===== config.mk =====
export PLATFORM = sky130hd
export DESIGN_NAME = branch_unit
export DESIGN_NICKNAME = d
export VERILOG_FILES = /design/src/rtl/branch_unit_pkg.sv /design/src/rtl/branch_unit_imm_gen.sv /design/src/rtl/branch_unit.sv
export SDC_FILE = /design/constraint.sdc
export NUM_CORES = 1
export LEC_CHECK = 0
export ABC_AREA = 0
export BUFFER_PORTS_ARGS = -buffer_cell sky130_fd_sc_hd__buf_2
export CAP_MARGIN = 20
export CORE_MARGIN = 1
export CORE_UTILIZATION = 30
export DETAILED_ROUTE_END_ITERATION = 8
export PLACE_DENSITY = 0.58
export SLEW_MARGIN = 30
export SYNTH_ARGS = -nofsm -noshare
export SYNTH_HDL_FRONTEND = slang
export SYNTH_SLANG_ARGS = --single-unit

===== constraint.sdc =====
create_clock -name clk -period 2.1 [get_ports clk]
set_input_delay 0.105 -clock clk [delete_from_list [all_inputs] [get_ports clk]]
set_output_delay 0.105 -clock clk [all_outputs]
set_load 0.01 [all_outputs]

===== src/rtl/branch_unit_pkg.sv =====
// Shared constants for the branch unit: opcodes, funct3 codes and the FSM state encoding.
package branch_unit_pkg;

    localparam logic [6:0] OP_JAL    = 7'b1101111;
    localparam logic [6:0] OP_JALR   = 7'b1100111;
    localparam logic [6:0] OP_BRANCH = 7'b1100011;

    localparam logic [2:0] F3_JALR = 3'b000;
    localparam logic [2:0] F3_BEQ  = 3'b000;
    localparam logic [2:0] F3_BNE  = 3'b001;
    localparam logic [2:0] F3_BLT  = 3'b100;
    localparam logic [2:0] F3_BGE  = 3'b101;
    localparam logic [2:0] F3_BLTU = 3'b110;
    localparam logic [2:0] F3_BGEU = 3'b111;

    typedef enum logic {
        StRun,
        StKill
    } state_e;

endpackage


===== src/rtl/branch_unit_imm_gen.sv =====
// Combinational immediate decoder: sign-extended B, J and I immediates from an RV32I word.
module branch_imm_gen (
    input  logic [31:0] instr,
    output logic [31:0] imm_b,
    output logic [31:0] imm_j,
    output logic [31:0] imm_i
);

    assign imm_i = {{20{instr[31]}}, instr[31:20]};
    assign imm_b = {{19{instr[31]}}, instr[31], instr[7], instr[30:25], instr[11:8], 1'b0};
    assign imm_j = {{11{instr[31]}}, instr[31], instr[19:12], instr[20], instr[30:21], 1'b0};

endmodule


===== src/rtl/branch_unit.sv =====
// Execute-stage branch resolution with a registered one-cycle PC redirect and a kill shadow.
// Optional feature: define BRANCH_MISALIGN_CHECK_EN to trap taken targets with bit 1 set.
module branch_unit
    import branch_unit_pkg::*;
#(
    parameter int unsigned SHADOW = 2
) (
    input  logic        clk,
    input  logic        rst,
    input  logic        in_valid,
    input  logic [31:0] in_pc,
    input  logic [31:0] in_instr,
    input  logic [31:0] rs1_data,
    input  logic [31:0] rs2_data,
    output logic        branch_taken,
    output logic [31:0] branch_target,
    output logic        link_we,
    output logic [4:0]  link_addr,
    output logic [31:0] link_data,
    output logic        killed,
    output logic        misalign_trap
);

    localparam logic [2:0] SHADOW_CNT = 3'(SHADOW);

    logic [31:0] imm_b, imm_j, imm_i;
    logic [6:0]  opcode;
    logic [2:0]  funct3;
    logic [4:0]  rd;
    logic        is_jal, is_jalr, is_branch;
    logic        br_cond;
    logic        take;
    logic        misalign;
    logic [31:0] target;
    state_e      state_q;
    logic [2:0]  cnt_q;

    branch_imm_gen u_imm_gen (
        .instr (in_instr),
        .imm_b (imm_b),
        .imm_j (imm_j),
        .imm_i (imm_i)
    );

    assign opcode    = in_instr[6:0];
    assign funct3    = in_instr[14:12];
    assign rd        = in_instr[11:7];
    assign is_jal    = (opcode == OP_JAL);
    assign is_jalr   = (opcode == OP_JALR) && (funct3 == F3_JALR);
    assign is_branch = (opcode == OP_BRANCH);

    always_comb begin
        br_cond = 1'b0;
        case (funct3)
            F3_BEQ:  br_cond = (rs1_data == rs2_data);
            F3_BNE:  br_cond = (rs1_data != rs2_data);
            F3_BLT:  br_cond = ($signed(rs1_data) < $signed(rs2_data));
            F3_BGE:  br_cond = ($signed(rs1_data) >= $signed(rs2_data));
            F3_BLTU: br_cond = (rs1_data < rs2_data);
            F3_BGEU: br_cond = (rs1_data >= rs2_data);
            default: br_cond = 1'b0;
        endcase
    end

    always_comb begin
        if (is_jalr) begin
            target = (rs1_data + imm_i) & ~32'd1;
        end else if (is_jal) begin
            target = in_pc + imm_j;
        end else begin
            target = in_pc + imm_b;
        end
    end

    assign take = in_valid && (is_jal || is_jalr || (is_branch && br_cond));

`ifdef BRANCH_MISALIGN_CHECK_EN
    assign misalign = target[1];
`else
    assign misalign = 1'b0;
`endif

    // Pulse outputs default low each cycle; target and link fields hold until next update.
    always_ff @(posedge clk or posedge rst) begin
        if (rst) begin
            state_q       <= StRun;
            cnt_q         <= 3'd0;
            branch_taken  <= 1'b0;
            branch_target <= 32'd0;
            link_we       <= 1'b0;
            link_addr     <= 5'd0;
            link_data     <= 32'd0;
            killed        <= 1'b0;
            misalign_trap <= 1'b0;
        end else begin
            branch_taken  <= 1'b0;
            link_we       <= 1'b0;
            killed        <= 1'b0;
            misalign_trap <= 1'b0;
            case (state_q)
                StRun: begin
                    if (take) begin
                        branch_target <= target;
                        if (misalign) begin
                            misalign_trap <= 1'b1;
                        end else begin
                            branch_taken <= 1'b1;
                            if ((is_jal || is_jalr) && (rd != 5'd0)) begin
                                link_we   <= 1'b1;
                                link_addr <= rd;
                                link_data <= in_pc + 32'd4;
                            end
                            if (SHADOW_CNT != 3'd0) begin
                                state_q <= StKill;
                                cnt_q   <= SHADOW_CNT;
                            end
                        end
                    end
                end
                StKill: begin
                    killed <= in_valid;
                    if (cnt_q <= 3'd1) begin
                        state_q <= StRun;
                        cnt_q   <= 3'd0;
                    end else begin
                        cnt_q <= cnt_q - 3'd1;
                    end
                end
                default: begin
                    state_q <= StRun;
                    cnt_q   <= 3'd0;
                end
            endcase
        end
    end

endmodule


==> flow_summary_export.csv <==
group,metric,value,unit
run_status,status,"complete, but fails checks",
run_status,violations,"negative setup slack",
layout,stdcell_count,1723,
yosys,syn-num-nets,1139,
timing,worst_pin_slew,534.2,ps
drt,post_drt_wl_per_cell,15.25,um
die,start_util,30.78,%
setup_path,worstPathRequired,2370,ps
power_and_ir_drop,comb_power_share,45.8,%
global_route,antenna_found_initial,0,
setup_path,r2r_slack,460,ps
placed_design,hpwl,21370,um
yosys,synthTopCellsByCount,"a21oi_1, ha_1, nor2_1",
layout,syn2layout_area_growth,61.75,%
timing,max_slew_margin,64.01,%
die,die-area,26710,um^2
min_path,hold_start,"in_pc[0]",
layout,drive_above_1_share,47.74,%
yosys,yosys_warnings,0,
timing,final-hold-violation-count,0,
timing,skew,12.23,ps
die,core_area,25400,um^2
global_route,grt-ovfl-total,0,
power_and_ir_drop,swShare,33.73,%
yosys,synth-seq-area-share,24.32,%
power_and_ir_drop,total_power,6.514,mW
clock_network,cts_tree,"built",
setup_path,slowest_stage,"fa_2",
setup_path,criticalPathCategory,"in -> reg",
yosys,synth_area_leaders,"dfrtp_1, ha_1, a21oi_1",
yosys,syn_inst,911,
yosys,netlist-cell-type-count,71,
yosys,avgSynthCellArea,8.583,um^2
yosys,netlist_area,7819,um^2
die,fp.dieH,163.4,um
placed_design,gp_congestion,0.8820,
yosys,synth_ff_type,"dfrtp_1",
timing,finalHoldWorstSlack,15.79,ps
layout,fin_nets,1618,
clock_network,cts_buffers,9,
timing,setup_viol,37,
setup_path,start_kind,"primary input",
setup_path,end_kind,"flop",
power_and_ir_drop,power_frac_seq,28.2,%
power_and_ir_drop,power_frac_clock,26.0,%
die,pin_count,204,
drt,postRouteAntennaNets,0,
drt,drtIter0Drc,457,
setup_path,max_stage_delay,410,ps
timing,setup_slack,-903.8,ps
power_and_ir_drop,vdd.ir_drop.worst,0.0002974,V
timing,tns,-21350,ps
drt,drc_errors,0,
placed_design,portBuffers,202,
yosys,ys_ff_latch,76,
timing,fin_crit_sh,143.0,%
setup_path,r2r-start,"state_q$_DFF_PP0_",
yosys,synth_top_area_share,24.32,%
min_path,min_to,"link_data[0]$_DFFE_PP0P_",
drt,avgViaCountPerCell,4.822,
yosys,yosysTopAreaCell,"dfrtp_1",
timing,min_period,3004,ps
setup_path,arrival,3280,ps
timing,rsz0062_at_grt,"true",
clock_network,clock_latency,340,ps
clock_network,clk_path_buf_depth,2,
min_path,whs_path_depth,2,
yosys,synth.most_common_cell,"a21oi_1",
placed_design,dp.cells,1689,
power_and_ir_drop,power_leakage,6.448,nW
die,row_count,58,
yosys,synth_edf_count,0,
setup_path,crit_chain,"buf_6 > nor2b_1 > nand4_1 > nor2_4 > buf_6 > mux2_4 > fa_2 > a21oi_2 > nand4b_1 > a21oi_2 > o21a_2 > o21bai_4 > buf_6 > buf_6 > o21ai_2 > xnor2_1 > mux2_4 > a21oi_2",
min_path,worstHoldPathType,"in -> reg",
die,die_w,163.4,um
global_route,grt_pass1_wl,41870,um
setup_path,r2r-end,"link_addr[3]$_DFFE_PP0P_",
clock_network,path_clk_slew,60,ps
layout,fillCellCount,2461,
global_route,grt_pass1_vias,8179,
clock_network,clockRootBuffer,"clkbuf_16",
yosys,synth-async-reset-ratio,100.0,%
clock_network,htreeDepth,3,
power_and_ir_drop,p_sw,2.197,mW
setup_path,path_max_fanout,5,
drt,vias,8309,
setup_path,critPathMostFrequentCell,"buf_6",
power_and_ir_drop,p_int,4.317,mW
timing,fmax,332.9,MHz
global_route,grt_usage,19.81,%
timing,maxSlewViolCount,0,
global_route,grt_max_degree,77,
drt,dr.pass1.iters,5,
clock_network,cts.sinks,76,
layout,num_antenna_cells,0,
job,drv_cap,0,
power_and_ir_drop,cellPowerDensity,515.1,nW/um^2
drt,wl,26270,um
setup_path,r2r.worst_path.cells,5,
final cells by class:
type	instances	area [um^2]	share of cell area, %
Clock buffer	10	239.0	1.890
Clock inverter	4	75.07	0.5936
Inverter	60	246.5	1.949
Multi-Input combinational cell	752	6300	49.81
Sequential cell	76	1902	15.04
Tap cell	330	412.9	3.265
Timing Repair Buffer	490	3461	27.36
Timing Repair inverter	1	11.26	0.08904
repair_timing:
| action | in CTS | in global routing |
|---|---|---|
| gates cloned | 2 | 0 |
| gates resized for setup | 129 | 39 |
| endpoints found under the setup margin | 37 | 39 |
| buffers inserted | 17 | 10 |
| pin swaps | 48 | 46 |
| hold buffers | 2 | 0 |
| hold endpoints to repair | 77 | 0 |
flip-flops by register name, indices dropped and copies added, names as in the netlist:
signal / cells
link_addr: 5
link_data: 32
state_q: 1
killed: 1
branch_target: 32
link_we: 1
branch_taken: 1
cnt_q: 3
cells in the final DEF, fill, tap and decap left out, types with 17 or more instances in the layout:
cell,count
ha_1,68
inv_1,44
nand2_1,56
nor2_1,74
xor2_1,33
o21ai_0,30
a21o_1,42
dfrtp_1,76
buf_2,181
buf_6,30
a21oi_2,17
nand3_1,20
ha_4,26
a21oi_1,83
buf_4,267
xnor2_1,32
mux2_4,34
nand4_1,18
cell families (layout without fill, tap and decap cells):
kind of cell	after synthesis	after routing	share of synthesized area (%)
multiplexers	55	55	9.025
adder cells (fa/ha/maj)	97	97	15.71
flip-flops	76	76	24.32
buffers and inverters	83	565	4.769
AND/OR/NAND/NOR	263	263	17.14
AO/OA/AOI/OAI	262	262	20.69
other	1	1	0.04796
XOR/XNOR	74	74	8.289
metrics by stage:
step / setup slack (ps) / util, % / instance area [um^2]
finish: -903.8 / 49.79 / 12650
global route: -1020 / 49.79 / 12650
CTS: -942.2 / 49.07 / 12460
detailed placement: -1335 / 44.68 / 11350
global placement: -1273 / 44.68 / 11350
floorplan: -970.0 / - / 7994
per-layer routing:
metal  vias to the layer above  wire [um]  GRT usage, %
met1                      3845      12850         27.23
li1                       4258          -             -
met5                         -          0             0
met2                       180      11920         32.30
met4                         0        426         5.310
met3                        26       1071         2.565
worst max-delay path, delay by kind of cell:
kind / cells / cell delay (ps)
multiplexers: 2 / 600
buffers and inverters: 4 / 480
adder cells (fa/ha/maj): 1 / 410
XOR/XNOR: 1 / 140
AND/OR/NAND/NOR: 4 / 750
AO/OA/AOI/OAI: 6 / 810
power groups by stage:
stage | logic [mW] | clock network [mW] | registers (mW)
2_1_floorplan | 1.39 | 0 | 1.92
3_3_place_gp | 2.66 | 0 | 1.86
3_5_place_dp | 2.69 | 0 | 1.86
4_1_cts | 2.91 | 1.73 | 1.84
5_1_grt | 3.30 | 1.79 | 1.86
6_report | 2.99 | 1.69 | 1.84
worst max path at each step:
stage,end,cells after the start,start,slack [ps]
floorplan,branch_target[31]$_DFFE_PP0P_,16,in_instr[6],-970
global placement,branch_target[28]$_DFFE_PP0P_,16,in_instr[4],-1270
detailed placement,branch_target[28]$_DFFE_PP0P_,16,in_instr[4],-1340
CTS,branch_target[31]$_DFFE_PP0P_,16,in_instr[4],-940
global route,branch_target[28]$_DFFE_PP0P_,17,in_instr[4],-1020
finish,branch_target[25]$_DFFE_PP0P_,18,in_instr[4],-900
Note: power is estimated with default switching activity, not from simulation.
